[config.mk]
export PLATFORM = sky130hd
export DESIGN_NAME = i2s_rx
export DESIGN_NICKNAME = d
export VERILOG_FILES = /design/src/rtl/i2s_rx_pkg.sv /design/src/rtl/i2s_rx_sync_edge.sv /design/src/rtl/i2s_rx.sv
export SDC_FILE = /design/constraint.sdc
export NUM_CORES = 1
export LEC_CHECK = 0
export ABC_AREA = 0
export ABC_CLOCK_PERIOD_IN_PS = 1550
export BUFFER_PORTS_ARGS = -buffer_cell sky130_fd_sc_hd__buf_4
export CAP_MARGIN = 30
export CORE_MARGIN = 3
export CORE_UTILIZATION = 39
export CTS_BUF_LIST = sky130_fd_sc_hd__clkbuf_16
export DETAILED_ROUTE_END_ITERATION = 8
export PLACE_DENSITY = 0.68
export SLEW_MARGIN = 20
export SYNTH_ARGS = -nofsm -noshare
export SYNTH_HDL_FRONTEND = slang
export SYNTH_SLANG_ARGS = --single-unit
[constraint.sdc]
create_clock -name ck -period 1.55 [get_ports ck]
set_input_delay 0.2325 -clock ck [delete_from_list [all_inputs] [get_ports ck]]
set_output_delay 0.2325 -clock ck [all_outputs]
set_load 0.01 [all_outputs]
[src/rtl/i2s_rx_pkg.sv]
// I2S receiver shared definitions.
// FSM encodings and word-select polarity.
package i2s_rx_pkg;

    typedef enum logic [1:0] {
        ST_SYNC  = 2'd0,
        ST_LEFT  = 2'd1,
        ST_RIGHT = 2'd2
    } i2s_state_t;

    localparam logic WS_LEFT  = 1'b0;
    localparam logic WS_RIGHT = 1'b1;

    // Counter width able to hold 0..w inclusive.
    function automatic int cnt_bits(input int w);
        return $clog2(w + 1);
    endfunction

endpackage

[src/rtl/i2s_rx_sync_edge.sv]
// Two-flop synchronisers for the I2S pins.
// The bit clock lane also yields a rising-edge pulse.
module i2s_rx_sync_edge #(
    parameter int W = 2
) (
    input  logic         ck,
    input  logic         rst_n,
    input  logic         edge_in,
    input  logic [W-1:0] data_in,
    output logic         rise,
    output logic [W-1:0] data_q
);

    logic         e_meta;
    logic         e_sync;
    logic         e_prev;
    logic [W-1:0] d_meta;
    logic [W-1:0] d_sync;

    // Bit clock: two-stage sync plus one history flop for edge detection.
    always_ff @(posedge ck) begin
        if (!rst_n) begin
            e_meta <= 1'b0;
            e_sync <= 1'b0;
            e_prev <= 1'b0;
        end else begin
            e_meta <= edge_in;
            e_sync <= e_meta;
            e_prev <= e_sync;
        end
    end

    // Data lanes: two-stage sync only.
    always_ff @(posedge ck) begin
        if (!rst_n) begin
            d_meta <= '0;
            d_sync <= '0;
        end else begin
            d_meta <= data_in;
            d_sync <= d_meta;
        end
    end

    assign rise   = e_sync & ~e_prev;
    assign data_q = d_sync;

endmodule

[src/rtl/i2s_rx.sv]
// I2S slave receiver, oversampled on ck.
// Emits one left/right pair per frame with a valid strobe.
module i2s_rx #(
    parameter int WIDTH = 16
) (
    input  logic             ck,
    input  logic             rst_n,
    input  logic             sck,
    input  logic             ws,
    input  logic             sd,
    output logic [WIDTH-1:0] data_l,
    output logic [WIDTH-1:0] data_r,
    output logic             valid,
    output logic             short
);

    import i2s_rx_pkg::*;

    localparam int CW = cnt_bits(WIDTH);
    localparam logic [WIDTH-1:0] MSB_BIT = {1'b1, {(WIDTH-1){1'b0}}};
    localparam logic [CW-1:0] FULL = CW'(WIDTH);

    logic             sck_rise;
    logic [1:0]       bus_q;
    logic             ws_s;
    logic             sd_s;
    logic             ws_p;
    logic             ws_chg;

    logic [WIDTH-1:0] shreg;
    logic [CW-1:0]    cnt;
    logic [WIDTH-1:0] bit_mask;
    logic [WIDTH-1:0] app_word;
    logic [CW-1:0]    app_cnt;
    logic             app_short;

    logic [WIDTH-1:0] hold_l;
    logic             hold_short;

    i2s_state_t       state;
    i2s_state_t       state_n;
    logic             load_hold;
    logic             load_out;

    i2s_rx_sync_edge #(
        .W (2)
    ) u_sync (
        .ck      (ck),
        .rst_n   (rst_n),
        .edge_in (sck),
        .data_in ({ws, sd}),
        .rise    (sck_rise),
        .data_q  (bus_q)
    );

    assign ws_s   = bus_q[1];
    assign sd_s   = bus_q[0];
    assign ws_chg = sck_rise && (ws_s != ws_p);

    // Channel word with the current sd bit appended (dropped once full).
    always_comb begin
        bit_mask = MSB_BIT >> cnt;
        app_word = shreg;
        app_cnt  = cnt;
        if (cnt < FULL) begin
            app_word = shreg | ({WIDTH{sd_s}} & bit_mask);
            app_cnt  = cnt + CW'(1);
        end
        app_short = (app_cnt < FULL);
    end

    // Remember ws from the previous bit clock to spot channel changes.
    always_ff @(posedge ck) begin
        if (!rst_n) begin
            ws_p <= WS_LEFT;
        end else if (sck_rise) begin
            ws_p <= ws_s;
        end
    end

    // Shift register and saturating bit count; restart on channel change.
    always_ff @(posedge ck) begin
        if (!rst_n) begin
            shreg <= '0;
            cnt   <= '0;
        end else if (sck_rise) begin
            if (ws_chg) begin
                shreg <= '0;
                cnt   <= '0;
            end else begin
                shreg <= app_word;
                cnt   <= app_cnt;
            end
        end
    end

    // Frame state register.
    always_ff @(posedge ck) begin
        if (!rst_n) begin
            state <= ST_SYNC;
        end else begin
            state <= state_n;
        end
    end

    // Frame sequencing: align on a right->left change, then alternate.
    always_comb begin
        state_n   = state;
        load_hold = 1'b0;
        load_out  = 1'b0;
        if (ws_chg) begin
            unique case (state)
                ST_SYNC: begin
                    if (ws_s == WS_LEFT) begin
                        state_n = ST_LEFT;
                    end
                end
                ST_LEFT: begin
                    if (ws_s == WS_RIGHT) begin
                        load_hold = 1'b1;
                        state_n   = ST_RIGHT;
                    end
                end
                ST_RIGHT: begin
                    if (ws_s == WS_LEFT) begin
                        load_out = 1'b1;
                        state_n  = ST_LEFT;
                    end
                end
                default: begin
                    state_n = ST_SYNC;
                end
            endcase
        end
    end

    // Park the finished left word until its right partner closes.
    always_ff @(posedge ck) begin
        if (!rst_n) begin
            hold_l     <= '0;
            hold_short <= 1'b0;
        end else if (load_hold) begin
            hold_l     <= app_word;
            hold_short <= app_short;
        end
    end

    // Publish the pair with a one-cycle strobe.
    always_ff @(posedge ck) begin
        if (!rst_n) begin
            data_l <= '0;
            data_r <= '0;
            short  <= 1'b0;
            valid  <= 1'b0;
        end else begin
            valid <= load_out;
            if (load_out) begin
                data_l <= hold_l;
                data_r <= app_word;
                short  <= hold_short | app_short;
            end
        end
    end

endmodule
==> results.toml <==
[worst_setup_path]
required_ps = 1750
critical_path.max_stage_delay_ps = 410
critPathMaxFanout = 4
worstSetupPathType = "reg -> reg"
end_kind = "flop"
cp_cell_sequence = "inv_1, ha_1, buf_4, a31oi_1, a211oi_1"
arrival_ps = 1690
r2r_cells = 5
crit_path_start_kind = "flop"
slowest_stage = "dfxtp_1"

[logic_synthesis]
synth_area_leaders = "dfxtp_1 (53%), a21oi_1 (9.7%), a211oi_1 (8.0%)"
synth_cells = 342
synth_edf_count = 0
yosys.area.top_type_share_pct = 52.8
syn_area_per_cell_um2 = 9.09
ys.flop_type = "dfxtp_1"
ys_seq_area_share_pct = 52.8
synth.distinct_cells = 32
netlist_area_mm2 = 0.00311
synth_top_area_cell = "dfxtp_1"
ys_warn_count = 0
synth_nets = 353
async_reset_ff_share_pct = 0
ys_ff_latch = 82

[floorplanning]
core-area_mm2 = 0.00749
die_h_um = 95.3
initial_utilization_pct = 41.6
dieArea_mm2 = 0.00908
fp.dieW_um = 95.3
rows = 31
pin_count = 39

[final_layout]
final_net_count = 398
multi_input_area_mm2 = 0.00135
fill_cells = 723
final_common_cell = "dfxtp_1"
post-route-util_pct = 53.5
seqCellArea_mm2 = 0.00164
final_area_mm2 = 0.00401
drive_above_1_share_pct = 23.0
n_antenna_cell = 0
area_growth_pct = 28.8
layout_common_cells = "dfxtp_1 (81), buf_4 (62), a21oi_1 (57)"

[global_route]
grt_pass1_wl_um = 12600
busiest_layer = "met2"
use_met3_pct = 3.87
met1_usage_pct = 25.1
antenna_found_initial = 0
grt_max_degree = 53
grtUsageMet2_pct = 27.9
track_usage_pct = 18.2
gr-total-overflow = 0
grt_pass1_vias = 2453

[clocking]
clock_latency_ps = 330
cts_setup_buffers = 0
clkTransAtPathRegs_ps = 60
cts_tree = "done"
clock_path_buffers = 2
htree_levels = 3
cts-root-buf = "clkbuf_16"
cts_buffers = 9
cts_sinks = 82

[timing]
holdWs_ps = 104
rsz0062_at_grt = "true"
worst_slew_pin_slew_ps = 468
fin_crit_sh_pct = 96.1
fin_setup_tns_ps = 0
fmax_mhz = 671
finalCriticalPeriod_ps = 1490
finalSetupViolCount = 0
setup_slack_ps = 59.8
timing.final.hold_violations = 0
drv_slew = 0
skew_ps = 5.65
slew_headroom_pct = 68.6

[drt]
wl_um = 7760
vias = 2698
drt_iter0_drc = 206
drt_first_pass_iters = 4
avgRoutedWirePerCell_um = 15.8
route.detailed.drc = 0
viasPerCell = 5.49
ant_nets = 0

[outcome]
status = "completed"

[pwr]
p_per_area_mw_per_mm2 = 1180
peakVddDrop_mv = 0.622
leakage_nw = 1.44

[worst_hold_path]
min_path_cells = 2
min_path_type = "in -> reg"

[job]
maxCapViolations = 0

[place]
place_ws_ps = 39.3
port_buffers = 38
routabilityCongestion = 0.879
dpl_cell_area_mm2 = 0.00364
place_hpwl_um = 5070
## power breakdown
group / switching, W / leakage, nW / internal, W / total [W]
sequential: 0.0000101 / 0.662 / 0.00212 / 0.00213
clock: 0.000850 / 0.167 / 0.00157 / 0.00242
combinational: 0.0000991 / 0.611 / 0.0000587 / 0.000158
## cells in the mapped netlist (2+ instances only)
| master | instances |
|---|---|
| o21ai_0 | 2 |
| clkbuf_1 | 20 |
| inv_1 | 3 |
| nor2_1 | 21 |
| a31oi_1 | 12 |
| a21oi_1 | 60 |
| nand3b_1 | 2 |
| a211oi_1 | 33 |
| and2_1 | 8 |
| ha_1 | 6 |
| nand3_1 | 20 |
| nand2_1 | 3 |
| and3b_1 | 2 |
| dfxtp_1 | 82 |
| or4_1 | 2 |
| and3_1 | 3 |
| buf_2 | 10 |
| nor2b_1 | 3 |
| xnor2_1 | 2 |
| nor3_1 | 18 |
| nor3b_1 | 2 |
| o21ai_1 | 18 |
## worst paths after layout
| path | startpoint | endpoint | slack [ps] |
|---|---|---|---|
| setup reg to reg | cnt[0] | data_r[15] | 60 |
| hold / removal | ws | u_sync.d_meta[1] | 100 |
| hold reg to reg | u_sync.e_meta | u_sync.e_sync | 430 |
| setup / recovery | cnt[0] | data_r[15] | 60 |
## timing repair
item / in CTS / in global routing
endpoints found under the setup margin: 0 / 29
gates resized for setup: 0 / 7
hold buffers: 0 / 0
endpoints found under the hold margin: 0 / 0
## critical path, delay by kind of cell, from the launching register on
family	cells	cell delay [ps]
buf+inv	2	220
compound gates	2	500
flops	1	410
fa+ha+maj	1	220
## layer usage
metal  wire [µm]  part of all wire [%]
met5           0                     0
met4         129                   1.7
met1        3480                    45
met2        3550                    46
met3         595                   7.7
## cell families after synthesis
logic type,share of synthesized area (%)
xor+xnor,0.563
compound gates,24.4
fa+ha+maj,2.41
buf+inv,4.75
simple gates,15.1
flops,52.8
## metrics by stage
| step | power, W | instances |
|---|---|---|
| 2_1_floorplan | 0.00227 | 342 |
| 3_3_place_gp | 0.00233 | 475 |
| 3_5_place_dp | 0.00233 | 475 |
| 4_1_cts | 0.00473 | 491 |
| 5_1_grt | 0.00484 | 491 |
| 6_report | 0.00471 | 491 |
## layout make-up
| type | instances | area share [%] |
|---|---|---|
| sequential | 82 | 41.0 |
| multi-input combinational | 225 | 33.8 |
| timing repair buffer | 65 | 13.1 |
| clock buffer | 9 | 5.62 |
| tap | 99 | 3.09 |
| clock inverter | 7 | 2.97 |
| inverter | 4 | 0.375 |
## registers in the layout (all words and copies together) (netlist names)
signal         cells
short              1
valid              1
hold_l            16
ws_p               1
cnt                5
u_sync.e_meta      1
hold_short         1
shreg             16
u_sync.d_meta      2
u_sync.e_sync      1
state              2
u_sync.e_prev      1
data_l            16
data_r            16
u_sync.data_q      2
Note: power is estimated with default switching activity, not from simulation.
